### src/rtl/demux_dispatch_ctrl_if.sv
// Handshake bundle between the upstream source, the dispatch controller and the
// NUM_OUT downstream outputs. The controller connects through the slave modport.
interface demux_dispatch_ctrl_if #(
    parameter int DATA_W  = 8,
    parameter int NUM_OUT = 4
);
    localparam int SEL_W = $clog2(NUM_OUT);

    logic                      mode;
    logic                      in_valid;
    logic                      in_ready;
    logic [DATA_W-1:0]         in_data;
    logic [SEL_W-1:0]          in_dest;
    logic [NUM_OUT-1:0]        out_valid;
    logic [NUM_OUT-1:0]        out_ready;
    logic [NUM_OUT*DATA_W-1:0] out_data;

    modport master (
        output mode, in_valid, in_data, in_dest, out_ready,
        input  in_ready, out_valid, out_data
    );

    modport slave (
        input  mode, in_valid, in_data, in_dest, out_ready,
        output in_ready, out_valid, out_data
    );
endinterface

### src/rtl/demux_dispatch_ctrl.sv
// Single-entry dispatch controller steering one word at a time to one of NUM_OUT
// outputs (directed or round-robin), with a send timeout. Optional DISPATCH_STATS_EN adds counters.
module demux_dispatch_ctrl #(
    parameter int DATA_W  = 8,
    parameter int NUM_OUT = 4,
    parameter int SEL_W   = $clog2(NUM_OUT),
    parameter int TIMEOUT = 15
) (
    input  logic                 clk,
    input  logic                 rst_n,
    demux_dispatch_ctrl_if.slave bus,
    output logic                 busy,
    output logic                 drop_pulse,
    output logic [SEL_W-1:0]     rr_ptr
`ifdef DISPATCH_STATS_EN
    ,
    output logic [15:0]          sent_cnt,
    output logic [7:0]           drop_cnt
`endif
);
    typedef enum logic [1:0] {IDLE, SEND, DROP} state_t;

    localparam logic [7:0] TIMEOUT_LIM = 8'(TIMEOUT);

    state_t              state_reg, state_next;
    logic [DATA_W-1:0]   hold_reg;
    logic [SEL_W-1:0]    target_reg;
    logic [SEL_W-1:0]    rr_ptr_reg;
    logic                mode_reg;
    logic [7:0]          wait_reg, wait_next;
    logic                capture;
    logic                complete;
    logic [NUM_OUT-1:0]  valid_vec;

    always_ff @(posedge clk or negedge rst_n) begin
        if (!rst_n) begin
            state_reg  <= IDLE;
            hold_reg   <= '0;
            target_reg <= '0;
            mode_reg   <= 1'b0;
            rr_ptr_reg <= '0;
            wait_reg   <= '0;
        end else begin
            state_reg <= state_next;
            wait_reg  <= wait_next;
            if (capture) begin
                hold_reg   <= bus.in_data;
                target_reg <= bus.mode ? rr_ptr_reg : bus.in_dest;
                mode_reg   <= bus.mode;
            end else if (state_reg == DROP) begin
                hold_reg <= '0;
            end
            // The pointer moves on every finished round-robin transfer, delivered or dropped.
            if ((complete || state_reg == DROP) && mode_reg) begin
                rr_ptr_reg <= rr_ptr_reg + 1'b1;
            end
        end
    end

    always_comb begin
        state_next = state_reg;
        wait_next  = wait_reg;
        capture    = 1'b0;
        complete   = 1'b0;
        case (state_reg)
            IDLE: begin
                if (bus.in_valid) begin
                    capture    = 1'b1;
                    wait_next  = '0;
                    state_next = SEND;
                end
            end
            SEND: begin
                // A ready on the final waiting edge wins over the timeout.
                if (bus.out_ready[target_reg]) begin
                    complete   = 1'b1;
                    state_next = IDLE;
                end else begin
                    wait_next = wait_reg + 8'd1;
                    if (wait_next == TIMEOUT_LIM) begin
                        state_next = DROP;
                    end
                end
            end
            DROP:    state_next = IDLE;
            default: state_next = IDLE;
        endcase
    end

    // rst_n gates in_ready so upstream sees no acceptance while reset is held.
    assign bus.in_ready = rst_n && (state_reg == IDLE);
    assign busy         = (state_reg != IDLE);
    assign drop_pulse   = (state_reg == DROP);
    assign rr_ptr       = rr_ptr_reg;

    for (genvar gi = 0; gi < NUM_OUT; gi++) begin : g_out
        assign valid_vec[gi] = (state_reg == SEND) && (target_reg == SEL_W'(gi));
        assign bus.out_data[gi*DATA_W +: DATA_W] = valid_vec[gi] ? hold_reg : '0;
    end
    assign bus.out_valid = valid_vec;

`ifdef DISPATCH_STATS_EN
    logic [15:0] sent_cnt_reg;
    logic [7:0]  drop_cnt_reg;

    always_ff @(posedge clk or negedge rst_n) begin
        if (!rst_n) begin
            sent_cnt_reg <= '0;
            drop_cnt_reg <= '0;
        end else begin
            if (complete && sent_cnt_reg != 16'hFFFF) begin
                sent_cnt_reg <= sent_cnt_reg + 16'd1;
            end
            if (state_reg == DROP && drop_cnt_reg != 8'hFF) begin
                drop_cnt_reg <= drop_cnt_reg + 8'd1;
            end
        end
    end

    assign sent_cnt = sent_cnt_reg;
    assign drop_cnt = drop_cnt_reg;
`endif
endmodule

### src/flat_wrapper.sv
// flat-port wrapper written by rule: the top's interface ports become plain ports
module demux_dispatch_ctrl_flat 
#(
    parameter int DATA_W  = 8,
    parameter int NUM_OUT = 4,
    parameter int SEL_W   = $clog2(NUM_OUT),
    parameter int TIMEOUT = 15
)
  (clk, rst_n, busy, drop_pulse, rr_ptr, bus_mode, bus_in_valid, bus_in_data, bus_in_dest, bus_out_ready, bus_in_ready, bus_out_valid, bus_out_data);
  demux_dispatch_ctrl_if #(.DATA_W(DATA_W), .NUM_OUT(NUM_OUT)) bus_i ();
  input  logic clk;
  input  logic rst_n;
  output logic busy;
  output logic drop_pulse;
  output logic [SEL_W-1:0] rr_ptr;
  input wire logic [$bits(bus_i.mode)-1:0] bus_mode;
  input wire logic [$bits(bus_i.in_valid)-1:0] bus_in_valid;
  input wire logic [$bits(bus_i.in_data)-1:0] bus_in_data;
  input wire logic [$bits(bus_i.in_dest)-1:0] bus_in_dest;
  input wire logic [$bits(bus_i.out_ready)-1:0] bus_out_ready;
  output wire logic [$bits(bus_i.in_ready)-1:0] bus_in_ready;
  output wire logic [$bits(bus_i.out_valid)-1:0] bus_out_valid;
  output wire logic [$bits(bus_i.out_data)-1:0] bus_out_data;
  assign bus_i.mode = bus_mode;
  assign bus_i.in_valid = bus_in_valid;
  assign bus_i.in_data = bus_in_data;
  assign bus_i.in_dest = bus_in_dest;
  assign bus_i.out_ready = bus_out_ready;
  assign bus_in_ready = bus_i.in_ready;
  assign bus_out_valid = bus_i.out_valid;
  assign bus_out_data = bus_i.out_data;
  demux_dispatch_ctrl #(.DATA_W(DATA_W), .NUM_OUT(NUM_OUT), .SEL_W(SEL_W), .TIMEOUT(TIMEOUT)) u_core (.clk(clk), .rst_n(rst_n), .bus(bus_i), .busy(busy), .drop_pulse(drop_pulse), .rr_ptr(rr_ptr));
endmodule
### config.mk
export PLATFORM = sky130hd
export DESIGN_NAME = demux_dispatch_ctrl_flat
export DESIGN_NICKNAME = d
export VERILOG_FILES = /design/src/rtl/demux_dispatch_ctrl_if.sv /design/src/rtl/demux_dispatch_ctrl.sv /design/src/flat_wrapper.sv
export SDC_FILE = /design/constraint.sdc
export NUM_CORES = 1
export LEC_CHECK = 0
export ABC_AREA = 0
export ABC_CLOCK_PERIOD_IN_PS = 1800
export CAP_MARGIN = 20
export CORE_MARGIN = 8
export CORE_UTILIZATION = 39
export CTS_BUF_LIST = sky130_fd_sc_hd__clkbuf_2
export DETAILED_ROUTE_END_ITERATION = 8
export PLACE_DENSITY = 0.83
export SETUP_SLACK_MARGIN = 0.05
export SYNTH_ARGS = -nofsm -noshare
export SYNTH_HDL_FRONTEND = slang
export SYNTH_SLANG_ARGS = --single-unit
export TNS_END_PERCENT = 100
### constraint.sdc
create_clock -name clk -period 1.8 [get_ports clk]
set_input_delay 0.36 -clock clk [delete_from_list [all_inputs] [get_ports clk]]
set_output_delay 0.36 -clock clk [all_outputs]
set_load 0.005 [all_outputs]
# After elaboration in Yosys (flattened, before gate mapping)
# Cells that the tools add are included.
dict set report classes {
  n_lt_le_gt_ge 1
  eq_ne 9
  mux 20
  n_reduce_logical 14
  add_sub_neg 2
}
# op count
set ops {}
lappend ops {{$mux 8} 8}
lappend ops {{$pmux 8 s2} 1}
lappend ops {{$add 8x1->8 const B} 1}
lappend ops {{$eq 8x4->1 const B} 1}
lappend ops {{$mux 2} 4}
lappend ops {{$eq 2x2->1 const B} 3}
lappend ops {{$logic_and 1x1->1} 6}
lappend ops {{$reduce_bool 2->1} 3}
lappend ops {{$mux 1} 5}
lappend ops {{$eq 2x1->1 const B} 2}
lappend ops {{$logic_not 2->1} 2}
lappend ops {{$ne 2x2->1 const B} 2}
lappend ops {{$pmux 2 s2} 1}
lappend ops {{$lt 2x3->1 const B} 1}
lappend ops {{$ne 3x1->1 const B} 1}
lappend ops {{$reduce_and 3->1} 1}
lappend ops {{$add 2x1->2 const B} 1}
lappend ops {{$bmux 1 s2} 1}
lappend ops {{$reduce_and 2->1} 1}
lappend ops {{$logic_or 1x1->1} 1}
dict set report word_totals {
  register_bits 23
  word_cells 52
}

# Longest topological paths before layout
# Gate-level depths: netlist of run 1.
dict set report depth {
  depth_word 6
  ltp_mapped 6
  ltp_nobuf 6
}

# Worst setup path after synthesis of run 1
# No wires, ideal clock.
dict set report synth_timing {
  kind {register -> register}
  startpoint {register u_core.target_reg[0]}
  endpoint {register u_core.wait_reg[2]}
  setup_ns 0.126
  t_required_ns 1.674
  period_less_slack_ns 1.660
  path_buffers 0
  path_slack_ns 0.140
  path_stages_with_launch 5
  arrival_time_ns 1.534
  path_cell_list {dfrtp_1 > mux4_2 > nor2_2 > nor2_2 > a221o_1}
}
dict set report synth_between {
  elab_chain_cells 4
}
# item line
set synth_lines {}
lappend synth_lines {{start: declaration} demux_dispatch_ctrl.sv:27} ;# logic [SEL_W-1:0] target_reg;
lappend synth_lines {{start signal: assignment} demux_dispatch_ctrl.sv:48} ;# target_reg <= bus.mode ? rr_ptr_reg : bus.in_dest;
lappend synth_lines {{$bmux 1 s2} demux_dispatch_ctrl.sv:75} ;# if (bus.out_ready[target_reg]) begin
lappend synth_lines {{$mux 1 (implied by the code)} demux_dispatch_ctrl.sv:75}
lappend synth_lines {{$ne 2x2->1 (no source line)} -}
lappend synth_lines {{$reduce_and 3->1 (no source line)} -}
lappend synth_lines {{end signal: assignment} demux_dispatch_ctrl.sv:45} ;# wait_reg <= wait_next;
lappend synth_lines {{end: declaration} demux_dispatch_ctrl.sv:30} ;# logic [7:0] wait_reg, wait_next;
# No other way between the ends. The select of a mux whose other input is x is not followed.
# A chain may end at the register's enable or synchronous reset.

# Final worst setup path of run 1
dict set report layout_timing {
  startpoint {register u_core.state_reg[1]}
  endpoint {output bus_out_data[17]}
}
dict set report layout_between {
  elab_chain_cells 3
}
# item line
set layout_lines {}
lappend layout_lines {{start: declaration} demux_dispatch_ctrl.sv:25} ;# state_t state_reg, state_next;
lappend layout_lines {{start signal: assignment} demux_dispatch_ctrl.sv:44} ;# state_reg <= state_next;
lappend layout_lines {{$eq 2x1->1} demux_dispatch_ctrl.sv:97} ;# assign valid_vec[gi] = (state_reg == SEND) && (target_reg == SEL_W'(gi));
lappend layout_lines {{$logic_and 1x1->1} demux_dispatch_ctrl.sv:97}
lappend layout_lines {{$mux 8} demux_dispatch_ctrl.sv:98} ;# assign bus.out_data[gi*DATA_W +: DATA_W] = valid_vec[gi] ? hold_reg : '0;
lappend layout_lines {{end: declaration} flat_wrapper.sv:23} ;# output wire logic [$bits(bus_i.out_data)-1:0] bus_out_data;
# No other way between the ends.

==> results of run 1 <==
area by class of cell:
| class | instances | share of cell area |
|---|---|---|
| multi-input combinational | 125 | 0.353 |
| sequential | 23 | 0.222 |
| inverter | 3 | 0.00433 |
| timing repair buffer | 108 | 0.390 |
| clock buffer | 4 | 0.00770 |
| tap | 46 | 0.0221 |
per-layer routing:
metal	track usage	vias up	part of all wire
li1	-	736	-
met1	0.197	812	0.38
met2	0.337	79	0.49
met3	0.0466	20	0.092
met4	0.0704	0	0.035
met5	0	-	0
placed cells by master (no fill, tap or decap), types with 5 or more instances in the layout:
cell type        synthesis  layout
buf_6                    1      48
buf_4                    0      25
and2_4                   0      23
nand2_1                 25      23
dfrtp_1                 23      21
clkdlybuf4s50_1          0      19
buf_2                    0      14
and2_1                  35      12
o21ai_0                  9       9
clkbuf_2                 0       5
final timing paths:
path	depth (start not counted)	slack (ns)	endpoint	start
max reg2reg	4	-0.17	u_core.state_reg[1]	u_core.target_reg[0]
min in group clk	2	0.54	u_core.mode_reg	u_core.mode_reg
max in group asynchronous	2	1.20	u_core.target_reg[1]	rst_n
max	9	-0.44	bus_out_data[17]	u_core.state_reg[1]
min reg2reg	2	0.54	u_core.mode_reg	u_core.mode_reg
min	2	0.36	u_core.mode_reg	rst_n
timing repair:
action / 4_1_cts / 5_1_grt
cloned: 4 / 0
pin swaps: 18 / 6
endpoints found under the setup margin: 45 / 53
buffers inserted: 26 / 11
gates resized for setup: 214 / 44
report_power, final:
part | total [mW] | switching, mW | internal, mW
clock | 0.218 | 0.159 | 0.0587
combinational | 2.34 | 0.975 | 1.37
sequential | 1.00 | 0.297 | 0.707
metrics by stage:
stage                     hold slack (ns)  cell area [um2]  TNS [ns]  cells  utilization
final                               0.356             2600    -10.78    309        0.773
after global routing                0.371             2600    -14.51    309        0.773
after CTS                           0.358             2390     -7.86    302        0.709
after global placement              0.485             2100     -4.98    269        0.624
after floorplan                    0.0644             1370         0    155            -
after detailed placement            0.489             2100     -6.02    269        0.624
cells by family after synthesis:
family / Yosys count / share of synthesized area
compound gates: 22 / 0.0950
xor+xnor: 5 / 0.0320
fa+ha+maj: 2 / 0.0183
buf+inv: 9 / 0.0301
flops: 23 / 0.420
mux: 3 / 0.0310
simple gates: 91 / 0.374
worst max-delay path: stages (launching register included):
cell     delay [ns]
dfrtp_1        0.45
buf_6          0.13
nor2b_4        0.19
nand2_2        0.11
nor2_4         0.13
buf_6          0.12
buf_6          0.10
buf_6          0.09
and2_4         0.14
buf_6          0.09
==> metrics, run 1 <==
Peak VDD IR=638 uV; Setup crit end kind=output pin; # fillers=192; Clock Tree Buf Depth=2; post-route DRC violation count=0; kind of critical path=reg2out; CTS sink count=23; Yosys warning count=0; vias in the first global route=1588; top post-synthesis cells by count=and2_1 (35), nand2_1 (25), dfrtp_1 (23); ANT cells=0; initial antenna violation count=0; largest net degree at the start of global routing=24; Total GRT Usage=0.184; Cell variety after synth=30; area of the multi-input gates=918 um2; TritonCTS buffer count=3; status=finished, violations left; Ports=slightly below 60; Final Wtd Congestion=between 0.8 and 0.9; Slew headroom=0.672; CTS tree=done; Worst-Skew Late Latency=~0.34 ns; Synth area leader=dfrtp_1; PD cells=1370 nW/um2; Hold Path Class=in2async; most frequent cell after synthesis=and2_1; worst-path maximum fanout=5; worst path arrival time=around 1.9 ns; Syn Inst Count=155; Core Area=between 3000 and 4000 um2; Startpoint Class=flip-flop; Setup WS post-layout=-0.439 ns; Syn Std Cell Area=1370 um2; failing checks=setup timing; area grow syn2layout=89.7%; first-pass detailed-route iteration total=4; Finish-stage setup viols=48; Synth async-reset ratio=1.00; area share of the largest cell type after synthesis=0.420; Pleak=1.30 nW; Port Buffer Count=between 50 and 60; cts hold-fix bufs=0; clock slew at reported path FFs=0.22 ns; first-pass GRT wire length=7.95 mm; min Tclk post-route=2.24 ns; row cnt=21; top post-synthesis cells by area=dfrtp_1 (42%), and2_1 (16%), nand2_1 (6.8%), o21ai_0 (3.3%), xnor2_1 (2.6%); initial core utilization=0.407; DP Worst Slack=-0.270 ns; post-route clock period utilization=1.24; DR vias/cell=approximately 5.3; Post-Synthesis Net Count=175; Die Y=75.3 um; worst-margin pin slew=0.487 ns; Overflow after GRT=0; final WL=6.14 mm; RSZ-0062 raised after global routing=true; Final ANT Viol Nets=0; max-cap violation count=0; die area=5670 um2; WP data required=1.44 ns; share of cells above drive strength 1=0.532; DIE WIDTH=75.3 um; Mapped Avg Cell Area=8.84 um2; Seq cells post-synth=23; nets=284; DP Wirelength=2.98 mm; register area share after synthesis=0.420; Final Max Tran Viols=0; Max Clock Skew=0.00708 ns; htree depth=1; register area=578 um2; root buf cell=clkbuf_2; DR vias=about 1600; endpoints failing hold=0; ys flop type=dfrtp_1; routed len/inst=around 20 um; number of synthesized flops with an enable pin=0; drt initial violations=88; Power Total=3.56 mW; f_max=447 MHz
Power figures use the tool's default switching activity.
==> run 2, diff against run 1 <==
--- a/config.mk
+++ b/config.mk
@@ -5,7 +5,6 @@
 export SDC_FILE = /design/constraint.sdc
 export NUM_CORES = 1
 export LEC_CHECK = 0
-export ABC_AREA = 0
 export ABC_CLOCK_PERIOD_IN_PS = 1800
 export CAP_MARGIN = 20
 export CORE_MARGIN = 8
==> results of run 2 <==
Same layout as run 1: the final DEF is identical, and so are final timing and power.
==> run 3, diff against run 2 <==
--- a/config.mk
+++ b/config.mk
@@ -7,12 +7,14 @@
 export LEC_CHECK = 0
 export ABC_CLOCK_PERIOD_IN_PS = 1800
 export CAP_MARGIN = 20
+export CORE_ASPECT_RATIO = 0.5
 export CORE_MARGIN = 8
 export CORE_UTILIZATION = 39
 export CTS_BUF_LIST = sky130_fd_sc_hd__clkbuf_2
 export DETAILED_ROUTE_END_ITERATION = 8
 export PLACE_DENSITY = 0.83
 export SETUP_SLACK_MARGIN = 0.05
+export SLEW_MARGIN = 20
 export SYNTH_ARGS = -nofsm -noshare
 export SYNTH_HDL_FRONTEND = slang
 export SYNTH_SLANG_ARGS = --single-unit
==> metrics, run 3 (same netlist as run 1, synthesis figures left out) <==
worst path arrival time=1.83 ns; Peak VDD IR=about 540 uV; worst-margin pin slew=0.575 ns; nets=between 200 and 300; switching share of power=0.409; max-cap violation count=0; Power Total=3.54 mW; internal power=about 2.1 mW; Die Y=57.9 um; Ports=59; Core Area=3400 um2; register area=578 um2; worst-path maximum fanout=5; routed len/inst=19.0 um; path depth of the worst reg2reg path=5; sequential share of power=0.282; CTS tree=done; Clock power frac=0.065; CTS sink count=23; vias in the first global route=1554; Clock Tree Buf Depth=2; die area=5780 um2; htree depth=1; Core Util, Final=0.762; DR vias=between 1500 and 2000; failing checks=setup timing; Final Max Tran Viols=0; first-pass detailed-route iteration total=4; Startpoint Class=flip-flop; TritonCTS buffer count=3; Hold Path Class=in2async; most frequent cells in the layout=buf_6 (54), nand2_1 (23), and2_4 (21), dfrtp_1 (21), clkdlybuf4s50_1 (19); first-pass GRT wire length=around 7.8 mm; kind of critical path=reg2out; min Tclk post-route=approximately 2.2 ns; post-route DRC violation count=0; initial antenna violation count=0; WP data required=1.44 ns; DR vias/cell=5.29; Worst-Skew Late Latency=0.36 ns; Setup crit end kind=output pin; Finish-stage setup viols=45; R2R Path Start=u_core.target_reg[0]; switching power=1.45 mW; Critical R2R Capture=u_core.wait_reg[2]; RSZ-0062 raised after global routing=true; status=finished, violations left; DIE WIDTH=99.8 um; endpoints failing hold=0; Final Wtd Congestion=0.747; drt initial violations=83; Max Clock Skew=0.00250 ns; PD cells=roughly 1400 nW/um2; Setup WS post-layout=-0.387 ns; post-route clock period utilization=1.21; f_max=around 460 MHz; initial core utilization=0.403; largest net degree at the start of global routing=24; Post-DP Area=2100 um2; # fillers=about 190; ANT cells=0; row cnt=15; Pleak=between 1 and 1.5 nW; share of cells above drive strength 1=0.545; area grow syn2layout=88.9%; Slew headroom=0.612; final WL=~5.8 mm; Total GRT Usage=0.172; DP Wirelength=3.15 mm; reg2reg setup slack=-0.14 ns; Comb power frac=0.653; root buf cell=clkbuf_2; clock slew at reported path FFs=about 0.23 ns; Port Buffer Count=58; Overflow after GRT=0; most common cell after layout, fill and taps aside=buf_6; Design Area, Final=2590 um2; area of the multi-input gates=961 um2; Final ANT Viol Nets=0
run 3: how the worst max path moves through the flow:
stage | from | to | cells after the start
after floorplan | u_core.target_reg[0] | u_core.wait_reg[2] | 4
after global placement | u_core.state_reg[1] | bus_out_data[28] | 4
after detailed placement | bus_out_ready[3] | u_core.state_reg[1] | 4
after CTS | u_core.state_reg[1] | bus_out_data[14] | 9
after global routing | u_core.state_reg[1] | bus_out_data[20] | 8
final | u_core.state_reg[1] | bus_out_data[30] | 8
run 3: final cells by class:
cell class | count | share of cell area
Multi-Input combinational cell | 125 | 0.371
Timing Repair Buffer | 98 | 0.368
Sequential cell | 23 | 0.223
Tap cell | 51 | 0.0247
Clock buffer | 4 | 0.00774
Inverter | 3 | 0.00435
run 3: critical path, cell delays in order (launching register included):
cell	delay [ns]
dfrtp_1	0.45
buf_6	0.13
nor2b_4	0.19
buf_6	0.13
and3_4	0.19
buf_6	0.10
buf_6	0.08
and2_4	0.12
buf_6	0.08
run 3: per-layer routing:
layer / wire [um] / GRT usage / up-vias
met2: 3100 / 0.324 / 80
met1: 2070 / 0.174 / 789
met5: 0 / 0 / -
li1: - / - / 712
met3: 412 / 0.0465 / 28
met4: 205 / 0.0810 / 0
run 3: power groups by stage:
stage	clock network [mW]	registers (mW)	logic [mW]
after global routing	0.252	1.03	2.45
after global placement	0	0.902	1.32
final	0.229	1.00	2.31
after floorplan	0	0.862	0.647
after CTS	0.222	0.948	1.87
after detailed placement	0	0.924	1.37
run 3: stage by stage:
stage	TNS, ns	setup WS [ns]	instances	hold WS (ns)
after floorplan	0	0.140	155	0.0644
after global routing	-14.84	-0.464	304	0.344
after global placement	-7.07	-0.249	273	0.479
after CTS	-10.30	-0.366	302	0.350
after detailed placement	-8.40	-0.280	273	0.496
final	-11.25	-0.387	304	0.340
run 3: timing repair:
item | 4_1_cts | 5_1_grt
resized for setup | 217 | 57
buffers inserted | 20 | 8
hold buffers | 0 | 0
pin swaps | 21 | 11
hold endpoints to repair | 0 | 0
setup endpoints to repair | 46 | 61
cloned | 5 | 0
